**config.mk**
```make
export PLATFORM = sky130hd
export DESIGN_NAME = serial_adder
export DESIGN_NICKNAME = d
export VERILOG_FILES = /design/src/rtl/full_adder.sv /design/src/rtl/half_adder.sv /design/src/rtl/serial_adder.sv
export SDC_FILE = /design/constraint.sdc
export NUM_CORES = 1
export LEC_CHECK = 0
export CAP_MARGIN = 40
export CORE_AREA = 5 5 70 72
export CTS_CLUSTER_DIAMETER = 150
export DETAILED_ROUTE_END_ITERATION = 10
export DIE_AREA = 0 0 75 77
export DONT_BUFFER_PORTS = 1
export GPL_ROUTABILITY_DRIVEN = 0
export GPL_TIMING_DRIVEN = 0
export SLEW_MARGIN = 25
export SYNTH_ARGS = -nofsm -noshare
export SYNTH_HDL_FRONTEND = slang
export SYNTH_SLANG_ARGS = --single-unit
```
**constraint.sdc**
```tcl
create_clock -name clk -period 3.8 [get_ports clk]
set_clock_uncertainty 0.1 [all_clocks]
set_input_delay 0.76 -clock clk [delete_from_list [all_inputs] [get_ports clk]]
set_output_delay 0.76 -clock clk [all_outputs]
set_load 0.1 [all_outputs]
```
**src/rtl/full_adder.sv**
```systemverilog
// full_adder: single-bit full adder built from two half adders and an OR of their carries.
// Ports:
//   a, b, cin - addend bits and carry-in
//   sum       - a ^ b ^ cin
//   cout      - carry-out
module full_adder (
  input  logic a,
  input  logic b,
  input  logic cin,
  output logic sum,
  output logic cout
);

  logic w_s0;
  logic w_c0;
  logic w_c1;

  half_adder u_ha0 (
    .a     (a),
    .b     (b),
    .sum   (w_s0),
    .carry (w_c0)
  );

  half_adder u_ha1 (
    .a     (w_s0),
    .b     (cin),
    .sum   (sum),
    .carry (w_c1)
  );

  // Both half-adder carries can never be set together, so OR suffices.
  assign cout = w_c0 | w_c1;

endmodule

```
**src/rtl/half_adder.sv**
```systemverilog
// half_adder: single-bit half adder.
// Ports:
//   a, b  - addend bits
//   sum   - a ^ b
//   carry - a & b
module half_adder (
  input  logic a,
  input  logic b,
  output logic sum,
  output logic carry
);

  assign sum   = a ^ b;
  assign carry = a & b;

endmodule

```
**src/rtl/serial_adder.sv**
```systemverilog
// serial_adder: bit-serial adder, one full adder wide, LSB first.
// A start in IDLE or DONE latches a/b/cin; WIDTH SHIFT cycles follow, then a one-cycle DONE.
// Ports:
//   clk, rst_n - rising-edge clock, asynchronous active-low reset
//   start      - begin an addition (accepted in IDLE or DONE only)
//   a, b, cin  - operands and carry-in, sampled on the accepting edge
//   busy       - high while in SHIFT
//   done       - one-cycle pulse while in DONE; sum/cout valid
//   sum, cout  - result, held until the next accepted start
module serial_adder #(
  parameter int unsigned WIDTH = 8
) (
  input  logic             clk,
  input  logic             rst_n,
  input  logic             start,
  input  logic [WIDTH-1:0] a,
  input  logic [WIDTH-1:0] b,
  input  logic             cin,
  output logic             busy,
  output logic             done,
  output logic [WIDTH-1:0] sum,
  output logic             cout
);

  localparam logic [1:0] IDLE  = 2'd0;
  localparam logic [1:0] SHIFT = 2'd1;
  localparam logic [1:0] DONE  = 2'd2;

  localparam int unsigned CntW = $clog2(WIDTH);
  localparam logic [CntW-1:0] LastBit = CntW'(WIDTH - 1);

  logic [1:0]       r_state;
  logic [1:0]       w_state_d;
  logic [WIDTH-1:0] r_a;
  logic [WIDTH-1:0] r_b;
  logic             r_carry;
  logic [CntW-1:0]  r_cnt;
  logic [WIDTH-1:0] r_sum;
  logic             r_cout;

  logic w_accept;
  logic w_last;
  logic w_fa_sum;
  logic w_fa_cout;

  assign w_accept = start && ((r_state == IDLE) || (r_state == DONE));
  assign w_last   = (r_cnt == LastBit);

  full_adder u_fa (
    .a    (r_a[0]),
    .b    (r_b[0]),
    .cin  (r_carry),
    .sum  (w_fa_sum),
    .cout (w_fa_cout)
  );

  always_ff @(posedge clk or negedge rst_n) begin
    if (!rst_n) begin
      r_state <= IDLE;
    end else begin
      r_state <= w_state_d;
    end
  end

  always_comb begin
    w_state_d = r_state;
    case (r_state)
      IDLE:    if (start) w_state_d = SHIFT;
      SHIFT:   if (w_last) w_state_d = DONE;
      DONE:    w_state_d = start ? SHIFT : IDLE;
      default: w_state_d = IDLE;  // unused encoding recovers to IDLE
    endcase
  end

  always_ff @(posedge clk or negedge rst_n) begin
    if (!rst_n) begin
      r_a     <= '0;
      r_b     <= '0;
      r_carry <= 1'b0;
      r_cnt   <= '0;
      r_sum   <= '0;
      r_cout  <= 1'b0;
    end else if (w_accept) begin
      r_a     <= a;
      r_b     <= b;
      r_carry <= cin;
      r_cnt   <= '0;
      r_sum   <= '0;
      r_cout  <= 1'b0;
    end else if (r_state == SHIFT) begin
      // Sum bits enter at the MSB end so the first bit ends up at bit 0.
      r_sum   <= {w_fa_sum, r_sum[WIDTH-1:1]};
      r_carry <= w_fa_cout;
      r_a     <= r_a >> 1;
      r_b     <= r_b >> 1;
      if (w_last) begin
        r_cout <= w_fa_cout;
      end else begin
        r_cnt <= r_cnt + CntW'(1);  // held at LastBit on the final edge, never wraps
      end
    end
  end

  assign busy = (r_state == SHIFT);
  assign done = (r_state == DONE);
  assign sum  = r_sum;
  assign cout = r_cout;

endmodule

```
After elaboration in Yosys (flattened, before gate mapping):

Index checks and enable logic that the tools add are counted.

* register bits: 31
* logic and storage cells: 45
* output and inout port bits: 11

* reduce and logical (&&, ||, !) cells: 8
* bitwise logic cells: 5
* eq/ne operators: 6
* add/sub/neg operators: 1
* multiplexer cells: 18

Operator list (number)
* $mux 8: 6
* $mux 3: 3
* $mux 1: 6
* $pmux 2 s3: 1
* $reduce_and 2->1: 3
* $mux 2: 2
* $ne 2x2->1 const B: 2
* $reduce_bool 2->1: 2
* $add 3x1->3 const B: 1
* $eq 3x3->1 const B: 1
* $and 1x1->1: 2
* $eq 2x1->1 const B: 1
* $eq 2x2->1 const B: 1
* $logic_not 2->1: 1
* $ne 2x1->1 const B: 1
* $xor 1x1->1: 2
* $logic_and 1x1->1: 1
* $logic_or 1x1->1: 1
* $or 1x1->1: 1

Longest topological paths before layout:

* depth in word-level cells: 6
* gate-level depth with buffers: 6
* mapped depth without buffers: 5

Modules after synthesis:

From an unflattened synthesis, not the netlist that was laid out.

* cells, all modules: 150
* area, all modules: 1690.4 um2

By module, submodules not included
* serial_adder: times used 1, cells an instance 147, area an instance 1659.1 um2
* half_adder: times used 2, cells an instance 1, area an instance 12.5 um2
* full_adder: times used 1, cells an instance 1, area an instance 6.3 um2

Worst setup path before layout:

Ideal clock, no wire load.

* path kind: register to output
* start point: register r_state[0]
* end point: output done
* path slack: 1.006 ns
* data required time: 2.940 ns
* arrival time: 1.934 ns
* stages on the path, launching flop included: 3
* cell sequence: dfrtp_1 -> buf_2 -> nor2b_1

* cells in the longest elaborated chain, start to end: 1

Ends and longest elaborated chain
* start, declared: line serial_adder.sv:32 `logic [1:0] r_state;`
* start signal, assigned: line serial_adder.sv:61 `r_state <= w_state_d;`
* $eq 2x2->1: line serial_adder.sv:105 `assign done = (r_state == DONE);`
* end, declared: line serial_adder.sv:20 `output logic done,`

No other way between the ends.

Worst setup path in the final report:

* start point: register r_state[1]
* end point: output busy

* cells in the longest elaborated chain, start to end: 1

Ends and longest elaborated chain
* $eq 2x1->1: line serial_adder.sv:104 `assign busy = (r_state == SHIFT);`
* end, declared: line serial_adder.sv:19 `output logic busy,`

No other way between the ends.

==> results.ini <==
[power_and_ir_drop]
power_density_nw_per_um2=1070
leakage_nw=0.911
irDropWorstVdd_mv=0.281

[timing]
slew_violations=0
tns_ns=0
fmax_mhz=423
period_share_pct=62.2
min_period_ns=2.36
rsz0062_at_grt=false
hold_viol=0
setup_viol=0
tightestPinTransition_ns=0.284
slew_headroom_pct=81.0

[synthesis]
yosysWarnings=0
syn_nets=153
avgSynthCellArea_um2=10.7
synthesis.area_um2=1390
synth_seq_area_share_pct=55.7
syn_inst=130
synth_seq_cells=31
synthDistinctLibCells=27

[cells_and_area]
layout_common_cells=dfrtp_1 (31), inv_1 (17), a21oi_1 (15), o22ai_1 (13), buf_16 (11)
final_cell_area_um2=1900
multi_input_area_um2=504
final_nets=181
drive_above_1_share_pct=19.5
regArea_um2=776
syn_to_final_growth_pct=36.4
n_fill_cell=380
antenna_cells=0
final_common_cell=dfrtp_1

[global_routing]
track_usage_pct=12.5
grt_pass1_wl_mm=5.37
antenna_found_initial=0
grt_pass1_vias=1144
grt_start_max_net_pins=32
grt_overflow=0

[critical_path]
arrival_ns=1.50
reg2reg_depth=6
critical_path_class=reg -> out
cp.required_ns=2.94
r2r_slack_ns=2.05
timing.rr.start=r_state[1]$_DFFE_PN0P_
slowest_delay_ns=0.33
path_buf_inv=3
reg2reg_to=sum[1]$_DFFE_PN0P_
crit_family=buffers and inverters
cp-end-kind=primary output
cpMaxStageDelayCell=dfrtp_1
cp-start-kind=register
crit_chain=buf_4 -> nand2b_2 -> clkinv_1 -> buf_16
worstPathMaxFanout=9

[place]
placement.io_buffers=0
place_area_um2=1800
dpl.hpwl_mm=2.48

[clock_tree]
ctsHoldBuffers=0
postCtsSetupBuffers=0
clock_latency_ns=0.28
htreeDepth=2
cts.sinks=31
root_buffer=clkbuf_8
cts_buffer_depth=2
cts_tree=built
clk_pin_slew_ns=0.06
numCtsBuffers=5
cts_resized=0

[floorplan]
io_pins=31
dieArea_um2=5780
die_width_um=75
initial_core_util_pct=32.9
core_area_um2=4230
rows=24
fp.dieH_um=77

[detailed_routing]
first_pass_iters=4
wl_met2_mm=1.65
ant_nets=0
wirelength_mm=3.23
highest_layer=met4
dr_wl_met3_um=134
post_drt_wl_per_cell_um=15.3
drc=0
wl_met1_mm=1.34
vias=1062
first_iter_violations=34
avgViaCountPerCell=5.03

[run_status]
status=completed

[worst_hold_path]
hold_path_class=in -> async

[run]
max-cap-violations=0

through the flow:
stage	total power, mW	instances	util [%]	worst slack, ns	hold slack, ns
after floorplan	1.28	130	-	1.01	0.364
after global placement	1.38	182	34.5	0.921	0.365
after detailed placement	1.76	203	42.6	1.75	0.365
after CTS	2.05	211	44.9	1.42	0.0565
after global routing	2.15	211	44.9	1.33	0.0486
final	2.03	211	44.9	1.44	0.0641
where the power goes:
group / switching [mW] / total [mW] / internal, mW
clock: 0.119 / 0.284 / 0.165
combinational: 0.657 / 1.13 / 0.476
sequential: 0.130 / 0.610 / 0.480
total: 0.906 / 2.03 / 1.12
worst max-delay path by stage:
stage | cells after the start | slack (ns) | start | end
floorplan | 2 | 1.01 | r_state[0]$_DFFE_PN0P_ | done
global placement | 2 | 0.92 | r_state[0]$_DFFE_PN0P_ | done
detailed placement | 4 | 1.75 | r_state[1]$_DFFE_PN0P_ | busy
CTS | 4 | 1.42 | r_state[1]$_DFFE_PN0P_ | busy
global route | 4 | 1.33 | r_state[1]$_DFFE_PN0P_ | busy
finish | 4 | 1.44 | r_state[1]$_DFFE_PN0P_ | busy
flip-flops by register name, indices dropped and copies added (netlist names):
| name | flops |
|---|---|
| cout | 1 |
| r_a | 8 |
| r_b | 8 |
| r_carry | 1 |
| r_cnt | 3 |
| r_state | 2 |
| sum | 8 |
synthesized netlist by cell type:
cell type	count	share of area [%]
nor2_2	1	0.45
fa_1	1	1.4
dfrtp_1	31	56
o21ai_0	2	0.72
o2bb2ai_1	1	0.63
nand3_1	1	0.36
nand2b_1	2	0.90
ha_1	2	1.8
a21o_1	1	0.54
nand2b_2	1	0.63
inv_1	17	4.6
inv_2	1	0.27
mux2i_1	5	3.6
o21ai_2	1	0.63
nand2_1	8	2.2
mux2_1	1	0.81
a21oi_1	15	5.4
clkinv_1	1	0.27
o22ai_1	13	5.8
a22o_1	9	5.7
buf_2	6	2.2
and2_1	1	0.45
or2_1	1	0.45
nor2b_1	2	0.90
buf_4	2	1.1
o211ai_1	1	0.54
o211a_1	3	2.2
kinds of logic after synthesis:
| family | after synthesis | share of synthesized area, % |
|---|---|---|
| adders and majority gates | 3 | 3.23 |
| muxes | 6 | 4.40 |
| and+or+nand+nor | 17 | 6.28 |
| AOI/OAI and AO/OA | 46 | 22.1 |
| DFF | 31 | 55.7 |
| buffers and inverters | 27 | 8.35 |
layer usage:
layer | up-vias | track usage, %
met5 | - | 0
met4 | 0 | 6.94
met3 | 8 | 4.31
met2 | 31 | 19.7
met1 | 513 | 14.4
li1 | 510 | -
area by class of cell:
type / count / area share, %
buffer: 8 / 2.37
clock buffer: 8 / 5.26
inverter: 19 / 3.75
multi-input combinational: 72 / 26.5
sequential: 31 / 40.8
tap: 52 / 3.42
timing repair buffer: 21 / 17.9
No activity file was read; power rests on OpenSTA's default activity.
==> RTL change 1, RTL diff (config.mk and constraints unchanged) <==
Reset style: synchronous (`rst_n`), changed in 2 clocked blocks. Comments in the files are not updated.
--- a/src/rtl/serial_adder.sv
+++ b/src/rtl/serial_adder.sv
@@ -54,7 +54,7 @@
     .cout (w_fa_cout)
   );
 
-  always_ff @(posedge clk or negedge rst_n) begin
+  always_ff @(posedge clk) begin
     if (!rst_n) begin
       r_state <= IDLE;
     end else begin
@@ -72,7 +72,7 @@
     endcase
   end
 
-  always_ff @(posedge clk or negedge rst_n) begin
+  always_ff @(posedge clk) begin
     if (!rst_n) begin
       r_a     <= '0;
       r_b     <= '0;
Function: differs if rst_n is asserted again (counterexample within 4 cycles, from zero or initial values and one cycle with rst_n low); with rst_n held inactive, the same outputs for 10 cycles.
==> RTL change 1 against the original RTL <==
  * Global-route usage fell by 0.92 points
  * Setup slack got worse by 2.1 ps
  * Design area fell by 14%
  * Routed wire length fell by 7.2%
  * Sequential share of layout area fell by 2.8 points
  * Fmax barely moved
  * Sequential cell count did not move
  * Synthesized area fell by 6.6%
  * Largest cell class unchanged
Power is not compared: it rests on default switching activity, and its combinational part moved more than twofold at a synthesized area within 25%.
==> RTL change 1: results (changes against the original RTL) <==
status=completed; r2r endpoint=sum[4]; commonest cells in the netlist=dfxtp_1 (31), nand2_1 (31), a21oi_1 (12); slowest CP cell=buf_2; Area after DPL=0.00153 mm² (-15%); vias per inst=4.91 (-2.4%); pin count of the biggest net entering global routing=11 (-66%); Main synth FF type=dfxtp_1; Placement Setup Slack=1720 ps (-24.2 ps); layout cells sized above 1=20.1% (+0.63 points); Nets=186 (+2.8%); 1st-iter DRT viols=54 (+59%); Yosys cell types=28 (+3.7%); Seq/Total Area, Yosys=47.6% (-8.0 points); Final Hold Fails=0 (unchanged); adder-cell share of the synthesized area=3.46% (+0.23 points); hold crit path type=reg2reg; top fanout value on the critical path=10 (+1); Critical R2R Launch=r_state[0]; post-synthesis mux area share=0% (-4.4 points); CP max stage delay=560 ps (+230 ps); R2R setup slack=2170 ps (+120 ps); Synth Area in XOR/XNOR=0.672% (+0.67 points); drt wl/cell=13.9 µm (-9.4%); Total GRT Usage=11.6% (-0.92 points); ranking of synthesized cells by area=dfxtp_1 (48%), nand2_1 (8.9%), a21oi_1 (4.6%), o221ai_1 (4.0%), buf_6 (3.5%); Compound-Gate Fraction of Synth Area=20.2% (-1.9 points); number of global-route vias before repair=1008 (-12%); ys async rst share=0% (-100 points); R2R cell count=5 (-1); Post-Synthesis Net Count=169 (+10%)
-- RTL change 1: layout make-up --
class / instances / share of cell area (%)
Buffer: 11 / 5.29
Clock buffer: 8 / 6.13
Inverter: 2 / 0.460
Multi-Input combinational cell: 102 / 36.2
Sequential cell: 31 / 38.0
Tap cell: 52 / 3.98
Timing Repair Buffer: 10 / 9.96
-- RTL change 1: stage by stage --
stage	power, mW	cells
6_report	0.735	216
5_1_grt	0.778	216
4_1_cts	0.747	216
3_5_place_dp	0.455	208
3_3_place_gp	0.453	198
2_1_floorplan	0.435	146
-- RTL change 1: power by group through the flow --
stage	Clock, mW	Sequential [mW]	Combinational, mW
after global routing	0.320	0.357	0.101
after floorplan	0	0.363	0.0719
after CTS	0.298	0.355	0.0930
after detailed placement	0	0.362	0.0931
final	0.289	0.355	0.0914
after global placement	0	0.366	0.0872
-- RTL change 1: worst min path at each step --
| stage | start | end | slack (ps) | cells past startpoint |
|---|---|---|---|---|
| 2_1_floorplan | r_a[7] | r_a[7] | 330 | 2 |
| 3_3_place_gp | r_a[7] | r_a[7] | 340 | 2 |
| 3_5_place_dp | r_a[7] | r_a[7] | 350 | 2 |
| 4_1_cts | r_a[7] | r_a[7] | 360 | 2 |
| 5_1_grt | r_a[7] | r_a[7] | 370 | 2 |
| 6_report | r_a[7] | r_a[7] | 360 | 2 |
-- RTL change 1: routing by layer --
layer,GRT usage (%),wire (µm),vias up
met4,5.87,72,0
met3,7.58,327,7
li1,-,-,541
met5,0,0,-
met1,13.9,1260,490
met2,15.5,1340,23
-- RTL change 1: worst max-delay path: cells and delay by family (launching register included) --
| kind | cells | cell delay (ps) |
|---|---|---|
| flip-flops | 1 | 440 |
| buffers and inverters | 2 | 680 |
| AND/OR/NAND/NOR | 1 | 80 |
==> RTL change 2, RTL diff (same settings) <==
Without the edit above. `WIDTH`: 8 -> 4.
--- a/src/rtl/serial_adder.sv
+++ b/src/rtl/serial_adder.sv
@@ -8,7 +8,7 @@
 //   done       - one-cycle pulse while in DONE; sum/cout valid
 //   sum, cout  - result, held until the next accepted start
 module serial_adder #(
-  parameter int unsigned WIDTH = 8
+  parameter int unsigned WIDTH = 4
 ) (
   input  logic             clk,
   input  logic             rst_n,
Interface: changed (resized a, b and sum); port bits go from 31 to 19. The function was not compared with the original's and may differ.
==> RTL change 2 against the original RTL <==
  * Setup slack improved by 100 ps
  * Design area decreased by 37%
  * Sequential cell count decreased by 13
  * Critical path depth decreased by 1
  * Routed wire length decreased by 39%
  * Largest cell class unchanged
  * Core utilization decreased by 17 points
  * Synthesized area decreased by 36%
Power is not shown: default switching activity piles up to over one toggle a cycle in this logic, so the estimate is an artifact.
==> RTL change 2: results (changes against the original RTL) <==
Total GRT Usage=7.76% (-4.7 points); Met2 Routed Length=925 µm (-44%); relative slew slack=59.3% (-22 points); R2R setup slack=2100 ps (+50 ps); Num CTS Buffers=3 (-2); first-pass GRT wire length=3.42 mm (-36%); max frequency=0.442 GHz (+4.6%); Yosys cell types=30 (+11%); drt wl/cell=13.4 µm (-13%); layout cells sized above 1=22.1% (+2.6 points); routed wire length on met3=74 µm (-45%); CP max stage delay=460 ps (+130 ps); Post-Synthesis Net Count=95 (-38%); met1 wire length=913 µm (-32%); clock transition at the registers of the reported paths=60 ps (about the same); vias per inst=4.34 (-14%); htree depth=1 (-1); CP arrival=1400 ps (-100 ps); ys async rst share=100% (unchanged); Nets=110 (-39%); commonest cells in the netlist=dfrtp_1 (18), a22o_1 (6), nand2_1 (5), nor2_1 (5); R2R cell count=5 (-1); antenna cells=0 (unchanged); slowest CP cell=inv_2; Seq/Total Area, Yosys=50.6% (-5.0 points); pin count of the biggest net entering global routing=19 (-41%); Post-DP HPWL=1.51 mm (-39%); 1st-iter DRT viols=35 (+2.9%); ranking of synthesized cells by area=dfrtp_1 (51%), a22o_1 (5.9%), mux2i_1 (4.5%), nand2b_4 (3.1%), nor2b_1 (2.8%); Area after DPL=0.00114 mm² (-37%); status=completed; Placement Setup Slack=1810 ps (+62.8 ps)
## RTL change 2: changes by cell type after synthesis, moves of 3 or more
cell / unedited run / this run
nand2_1: 8 / 5
a22o_1: 9 / 6
inv_1: 17 / 4
o211a_1: 3 / 0
nor2_1: 0 / 5
a211oi_1: 0 / 3
buf_2: 6 / 2
nor3_1: 0 / 3
dfrtp_1: 31 / 18
a21oi_1: 15 / 3
o22ai_1: 13 / 3
## RTL change 2: worst min path at each step
stage,start,endpoint,slack (ps),depth (start not counted)
floorplan,rst_n,cout,360,0
global placement,rst_n,sum[1],370,0
detailed placement,rst_n,sum[1],360,0
CTS,rst_n,sum[1],80,0
global route,rst_n,sum[1],80,0
finish,rst_n,sum[1],90,0
## RTL change 2: layout make-up
type                    instances  area (µm²)
repair buffers                 10         180
flip-flops and latches         18         450
well taps                      52        65.1
fillers                       426        3040
multi-input cells              54         394
inverters                       5        18.8
plain buffers                   4        28.8
clock buffers                   4        55.1
## RTL change 2: kinds of logic (layout without fill, tap and decap cells)
family,after synthesis,in the layout,share of synthesized area [%]
flip-flops,18,18,50.6
multiplexers,6,6,7.45
XOR/XNOR,1,1,0.985
AND/OR/NAND/NOR,26,26,16.5
adder cells (fa/ha/maj),2,2,3.66
AO/OA/AOI/OAI,19,19,15.5
buffers and inverters,9,23,5.34
## RTL change 2: layer usage
metal	GRT usage [%]	vias up
li1	-	313
met1	10.0	303
met2	11.8	17
met3	1.70	5
met4	4.27	0
met5	0	-
## RTL change 2: worst register-to-register path, delay by kind of cell (launching register included)
kind / cells / cell delay (ps)
buf+inv: 2 / 600
flops: 1 / 370
simple gates: 2 / 310
compound gates: 1 / 210
## RTL change 2: through the flow
stage,hold slack [ps],utilization (%),cells
6_report,93.1,28.2,147
3_3_place_gp,365,22.5,133
4_1_cts,84.4,28.2,147
3_5_place_dp,365,26.9,143
2_1_floorplan,364,-,81
5_1_grt,80.6,28.2,147
